**src/rtl/memory_access_pkg.sv**
```systemverilog
// rtl/memory_access_pkg.sv - shared state codes and MEM/WB record for the memory-access stage
package memory_access_pkg;

    localparam logic [0:0] ST_IDLE = 1'b0;
    localparam logic [0:0] ST_WAIT = 1'b1;

    typedef struct packed {
        logic [31:0] alu_out;
        logic [31:0] rdata;
        logic        mem_to_reg;
        logic        reg_write;
        logic [4:0]  rd;
    } mem_wb_t;

    localparam mem_wb_t MEM_WB_BUBBLE = '0;

endpackage

```
**src/rtl/memory_access_mem_wb_reg.sv**
```systemverilog
// rtl/memory_access_mem_wb_reg.sv - MEM/WB pipeline register, async active-low clear
module mem_wb_reg
    import memory_access_pkg::*;
(
    input  logic    clk,
    input  logic    reset_n,
    input  mem_wb_t d,
    output mem_wb_t q
);

    always_ff @(posedge clk or negedge reset_n) begin
        if (!reset_n) begin
            q <= MEM_WB_BUBBLE;
        end else begin
            q <= d;
        end
    end

endmodule

```
**src/rtl/memory_access.sv**
```systemverilog
// rtl/memory_access.sv - MEM stage: data-memory handshake, stall/timeout/fault handling, MEM/WB register
module memory_access
    import memory_access_pkg::*;
#(
    parameter int TIMEOUT_CYCLES = 16
) (
    input  logic        clk,
    input  logic        reset_n,
    input  logic [31:0] EX_MEM_alu_out,
    input  logic        EX_MEM_mem_to_reg,
    input  logic        EX_MEM_reg_write,
    input  logic        EX_MEM_mem_write,
    input  logic        EX_MEM_mem_read,
    input  logic [31:0] EX_MEM_dataB,
    input  logic [4:0]  EX_MEM_rd,
    output logic        dmem_req,
    output logic        dmem_we,
    output logic [31:0] dmem_addr,
    output logic [31:0] dmem_wdata,
    input  logic        dmem_ack,
    input  logic [31:0] dmem_rdata,
    output logic        mem_stall,
    output logic        mem_fault,
    output logic [31:0] MEM_WB_alu_out,
    output logic [31:0] MEM_WB_rdata,
    output logic        MEM_WB_mem_to_reg,
    output logic        MEM_WB_reg_write,
    output logic [4:0]  MEM_WB_rd,
    output logic [31:0] wb_data
);

    localparam int CW = $clog2(TIMEOUT_CYCLES + 1);

    logic [0:0]    state_q, state_d;
    logic [CW-1:0] cnt_q, cnt_d;
    logic          fault_q, fault_d;
    logic          pending, aligned, in_wait, timeout, req_raw, misaligned, load_done;
    mem_wb_t       mem_wb_d, mem_wb_q;

    assign pending    = EX_MEM_mem_read | EX_MEM_mem_write;
    assign aligned    = (EX_MEM_alu_out[1:0] == 2'b00);
    assign in_wait    = (state_q == ST_WAIT);
    assign timeout    = in_wait & ~dmem_ack & (cnt_q == CW'(TIMEOUT_CYCLES));
    assign req_raw    = in_wait | (pending & aligned);
    assign misaligned = ~in_wait & pending & ~aligned;
    assign load_done  = req_raw & dmem_ack & ~EX_MEM_mem_write;

    // Gated by reset so an in-flight request drops the instant reset asserts.
    assign dmem_req   = reset_n & req_raw;
    assign mem_stall  = reset_n & (in_wait ? (~dmem_ack & ~timeout)
                                           : (pending & aligned & ~dmem_ack));

    assign dmem_we    = EX_MEM_mem_write;
    assign dmem_addr  = EX_MEM_alu_out;
    assign dmem_wdata = EX_MEM_dataB;

    assign fault_d    = misaligned | timeout;

    always_comb begin
        state_d = state_q;
        cnt_d   = cnt_q;
        if (in_wait) begin
            if (dmem_ack || timeout) begin
                state_d = ST_IDLE;
                cnt_d   = '0;
            end else begin
                cnt_d   = cnt_q + CW'(1);
            end
        end else if (pending && aligned && !dmem_ack) begin
            state_d = ST_WAIT;
            cnt_d   = CW'(1);
        end
    end

    always_comb begin
        mem_wb_d = MEM_WB_BUBBLE;
        if (!mem_stall && !fault_d) begin
            mem_wb_d.alu_out    = EX_MEM_alu_out;
            mem_wb_d.rdata      = load_done ? dmem_rdata : 32'd0;
            mem_wb_d.mem_to_reg = EX_MEM_mem_to_reg;
            mem_wb_d.reg_write  = EX_MEM_reg_write;
            mem_wb_d.rd         = EX_MEM_rd;
        end
    end

    always_ff @(posedge clk or negedge reset_n) begin
        if (!reset_n) begin
            state_q <= ST_IDLE;
            cnt_q   <= '0;
            fault_q <= 1'b0;
        end else begin
            state_q <= state_d;
            cnt_q   <= cnt_d;
            fault_q <= fault_d;
        end
    end

    mem_wb_reg u_mem_wb_reg (
        .clk     (clk),
        .reset_n (reset_n),
        .d       (mem_wb_d),
        .q       (mem_wb_q)
    );

    assign mem_fault         = fault_q;
    assign MEM_WB_alu_out    = mem_wb_q.alu_out;
    assign MEM_WB_rdata      = mem_wb_q.rdata;
    assign MEM_WB_mem_to_reg = mem_wb_q.mem_to_reg;
    assign MEM_WB_reg_write  = mem_wb_q.reg_write;
    assign MEM_WB_rd         = mem_wb_q.rd;
    assign wb_data           = mem_wb_q.mem_to_reg ? mem_wb_q.rdata : mem_wb_q.alu_out;

endmodule

```
**config.mk**
```make
export PLATFORM = sky130hd
export DESIGN_NAME = memory_access
export DESIGN_NICKNAME = d
export VERILOG_FILES = /design/src/rtl/memory_access_pkg.sv /design/src/rtl/memory_access_mem_wb_reg.sv /design/src/rtl/memory_access.sv
export SDC_FILE = /design/constraint.sdc
export NUM_CORES = 1
export LEC_CHECK = 0
export CAP_MARGIN = 20
export CORE_AREA = 2 2 107 109
export CTS_BUF_LIST = sky130_fd_sc_hd__clkbuf_2
export DETAILED_ROUTE_END_ITERATION = 16
export DIE_AREA = 0 0 109 111
export DONT_BUFFER_PORTS = 1
export GPL_ROUTABILITY_DRIVEN = 0
export HOLD_SLACK_MARGIN = 0.1
export PLACE_DENSITY = 0.59
export SLEW_MARGIN = 10
export SYNTH_ARGS = -nofsm -noshare
export SYNTH_HDL_FRONTEND = slang
export SYNTH_SLANG_ARGS = --single-unit
```
**constraint.sdc**
```tcl
create_clock -name clk -period 3.15 [get_ports clk]
set_input_delay 0.315 -clock clk [delete_from_list [all_inputs] [get_ports clk]]
set_output_delay 0.315 -clock clk [all_outputs]
set_load 0.1 [all_outputs]
```
### Word-level counts from Yosys, hierarchy flattened

Cells that the tools add are included.

| cells by class | value |
|---|---|
| muxes and demuxes | 10 |
| bitwise logic cells | 19 |
| add/subtract/negate cells | 1 |
| reductions and logical operators | 9 |
| eq/ne operators | 1 |

Operators by type and width:

| cell | count |
|---|---|
| $mux W71 | 1 |
| $mux W32 | 2 |
| $mux W5 | 3 |
| $and A1 B1 Y1 | 11 |
| $add A5 B1 Y5 const B | 1 |
| $eq A5 B5 Y1 const B | 1 |
| $not A1 Y1 | 5 |
| $mux W1 | 4 |
| $logic_and A1 B1 Y1 | 3 |
| $logic_not A1 Y1 | 3 |
| $or A1 B1 Y1 | 3 |
| $logic_not A2 Y1 | 1 |
| $reduce_bool A2 Y1 | 1 |
| $logic_or A1 B1 Y1 | 1 |

| storage, ports and cells | value |
|---|---|
| output and inout port bits | 171 |
| bits of input ports | 108 |
| register bits | 78 |
| logic and storage cells | 48 |

### Longest topological paths before layout

| depth | value |
|---|---|
| depth after elaboration | 10 |
| depth in mapped cells | 6 |
| depth with buffers taken out | 5 |

### Modules after synthesis

A second synthesis with hierarchy kept.

| unflattened totals | value |
|---|---|
| cells, all modules | 340 |
| area, all modules | 4,037.6 µm² |

Modules (own cells, without submodules):

| module | cells an instance | area each (µm²) | sequential area each (µm²) | instances |
|---|---|---|---|---|
| memory_access | 269 | 2,260.9 | 175.2 | 1 |
| mem_wb_reg | 71 | 1,776.7 | 1,776.7 | 1 |

### Worst setup path after synthesis

OpenSTA, ideal clock, no wires.

| timing path | value |
|---|---|
| kind | reg-to-output |
| from | register u_mem_wb_reg.q[6] (netlist bit) |
| to | output port wb_data[3] |
| required time | 2.835 ns |
| path slack | 0.732 ns |
| buffers on the path | 2 |
| data arrival time | 2.103 ns |
| cell stages (with the launch flop) | 4 |
| cell sequence | dfrtp_1 > clkbuf_1 > buf_2 > mux2_1 |

| on the way | value |
|---|---|
| cells in the longest elaborated chain, start to end | 1 |

RTL lines:

| item | line | text |
|---|---|---|
| start, declared | memory_access_mem_wb_reg.sv:8 | `output mem_wb_t q` |
| start signal, assigned | memory_access_mem_wb_reg.sv:13 | `q <= MEM_WB_BUBBLE;` |
| start signal, assigned | memory_access_mem_wb_reg.sv:15 | `q <= d;` |
| $mux W32 | memory_access.sv:111 | `assign wb_data = mem_wb_q.mem_to_reg ? mem_wb_q.rdata : mem_wb_q.alu_out;` |
| end, declared | memory_access.sv:29 | `output logic [31:0] wb_data` |

Every way passes these cells.

### Worst setup path in the final report

| timing path | value |
|---|---|
| from | register u_mem_wb_reg.q[6] (netlist bit) |
| to | output port wb_data[21] |

The elaborated chain is that of the path after synthesis.

==> impl_results.md <==
- Result of the run: complete, no violations
- Total area of multi-input combinational cells: 1350 um2
- Leakage power summed over all cells: 0.00247 uW
- Detailed router's first-iteration violation count: 41
- Worst relative slew slack: 40.4%
- Global-route wire length before repair: 14600 um
- Number of setup violations in the final report: 0
- Clock root cell: clkbuf_2
- Number of cells produced by synthesis: 340
- Worst-case clock buffer depth: 2
- Post-CTS resize count: 0
- Height of the die: 111 um
- TritonCTS clock tree: done
- Post-DP HPWL: 6080 um
- Horizontal extent of the die: 109 um
- Cell with the most instances after synthesis: dfrtp_1
- Critical-path cell with the highest stage delay: dfrtp_2
- Hold Path Class: primary input to flip-flop
- Clock net sink count: 78
- Detail Route Antenna Nets: 0
- Vias in the first global route: 2854
- Actual transition at the worst max-transition pin: 894 ps
- Count of nets after finishing: 526
- Yosys warnings: 0
- Area grow syn2layout: 25.8%
- Layout cells sized above 1: 39.2%
- Final worst clock skew: 23.2 ps
- Power Density: 532 nW/um2
- # Max-Cap Violations: 0
- Unrepaired setup endpoints after global routing: false
- Wirelength, routed: 9690 um
- Data required time of the critical path: 2830 ps
- Via count normalized by instance count: 4.78
- Portion of the clock cycle consumed by the worst path in the final layout: 77.6%
- Maximum number of pins on one net before global-route repair: 79
- Design Power: 2700 uW
- Top cell type's share of synthesized area: 48.3%
- Primary FF master, synth: dfrtp_1
- TritonCTS buffer count: 9
- Least setup slack across all paths after layout: 705 ps
- Number of fill cells: 999
- Endpoint class of the critical path: output pin
- Reg clk slew, reported paths: 200 ps
- Maximum fanout along the worst path: 33
- Setup_tns: 0 ps
- Arrival time at the worst endpoint: 2130 ps
- Delay-heaviest family, CP: flip-flops
- Most used standard cells in the synthesized netlist: 78 x dfrtp_1, 69 x buf_4, 42 x inv_1, 39 x a211oi_2, 35 x and2_1
- Number of ports placed on the die boundary: 279
- Number of logic stages on the critical path including buffering: 1
- Final number of max-transition violations: 0
- Distinct cell type count after synthesis: 33
- Share of flip-flops with an asynchronous set or reset: 100%
- Post-Synthesis Mean Instance Area: 11.9 um2
- Number of flip-flops and latches in the synthesized netlist: 78
- Peak supply drop: 0.264 mV
- Crit path launch type: flip-flop
- Synthesized Nets: 450
- Aggregate global routing overflow: 0
- Worst Path Buf+Inv: 0
- # rows: 39
- Post-synth EDFFs: 0
- Initial core utilization: 36.5%
- Count of H-tree levels built during CTS: 3
- Hold-critical path depth: 2
- Cell taking the most area after synthesis: dfrtp_1
- Combined global-route utilization of all metal layers: 16.0%
- Worst Setup Slack post-DPL: 881 ps
- Number of cell instances on the worst register-to-register path: 6
- Sequential cell area: 1950 um2
- Number of DRC violations after detailed routing: 0
- Buffers added on ports: 0
- Skew-Pair Late Insertion Delay: 500 ps
- Top cells by area in the synthesized netlist: dfrtp_1 48%, buf_4 13%, a211oi_2 12%
- Achievable Freq: 409 MHz
- Post-synthesis instance area: 4040 um2
- Fin. Hold Viols: 0
- Vias: 2697
- Cell chain of the critical path: mux2_2
- Slowest stage delay, CP: 950 ps
- Initial DRT Pass Iterations: 4
- WL per Instance: 17.2 um
- Core region area: 11100 um2
- Sequential-to-total area share from yosys stat: 48.3%
- Final critical path time including I/O delays and setup: 2450 ps
- Critical path type: flip-flop to output pin
- Area of the die: 12100 um2
- Diode count: 0
- Number of antenna violations at the first check in global routing: 0
-- where the power goes --
group / switching, uW / internal (uW)
Clock: 338 / 192
Combinational: 788 / 230
Sequential: 98.8 / 1060
Total: 1220 / 1480
-- timing repair --
item / in CTS / in global routing
setup endpoints to repair: 0 / 0
hold buffers: 74 / 2
setup buffers: 0 / 0
endpoints found under the hold margin: 151 / 2
-- cell families (layout without fill, tap and decap cells) --
group | Yosys count | in the layout | share of synthesized area (%)
buffers and inverters | 126 | 207 | 18.9
adders and majority gates | 2 | 2 | 0.620
and+or+nand+nor | 52 | 52 | 8.27
muxes | 32 | 32 | 8.92
AOI/OAI and AO/OA | 50 | 50 | 14.9
DFF | 78 | 78 | 48.3
-- area by class of cell --
type / instances / share of cell area, %
sequential: 78 / 38.4
multi-input combinational: 136 / 26.6
timing repair buffer: 149 / 26.2
tap: 143 / 3.52
inverter: 42 / 3.10
clock buffer: 12 / 1.18
clock inverter: 4 / 0.936
-- metal layers --
layer	share of wire [%]	GRT usage (%)
met4	1.8	5.98
met3	6.9	4.35
met2	54	29.1
met5	0	0
met1	38	17.3
-- registers in the layout, indices dropped and copies added (netlist names) --
signal          flops
u_mem_wb_reg.q     71
cnt_q               5
in_wait             1
mem_fault           1
-- through the flow --
stage | instances | cell area (um2) | hold slack, ps | utilization, %
2_1_floorplan | 340 | 4040 | 19.4 | -
3_3_place_gp | 471 | 4180 | 21.0 | 37.7
3_5_place_dp | 471 | 4180 | 21.2 | 37.7
4_1_cts | 561 | 5050 | 105 | 45.6
5_1_grt | 564 | 5080 | 108 | 45.9
6_report | 564 | 5080 | 165 | 45.9
-- final timing paths --
| kind | startpoint | endpoint | slack [ps] |
|---|---|---|---|
| max reg2reg | cnt_q[0] | u_mem_wb_reg.q[50] | 1100 |
| max in group asynchronous | reset_n | u_mem_wb_reg.q[6] | 2470 |
| min reg2reg | cnt_q[1] | cnt_q[1] | 600 |
| min | EX_MEM_alu_out[0] | u_mem_wb_reg.q[43] | 160 |
| min in group asynchronous | reset_n | u_mem_wb_reg.q[62] | 340 |
| max | u_mem_wb_reg.q[6] | wb_data[21] | 700 |
-- layout by cell type, fill, tap and decap left out, types with 3 or more instances in the layout --
master         count
dfrtp_1           77
dlygate4sd3_1     75
buf_4             72
inv_1             42
a211oi_2          39
and2_1            35
mux2_2            30
clkbuf_2          12
a221o_1            3
(Power assumes the default switching activity.)
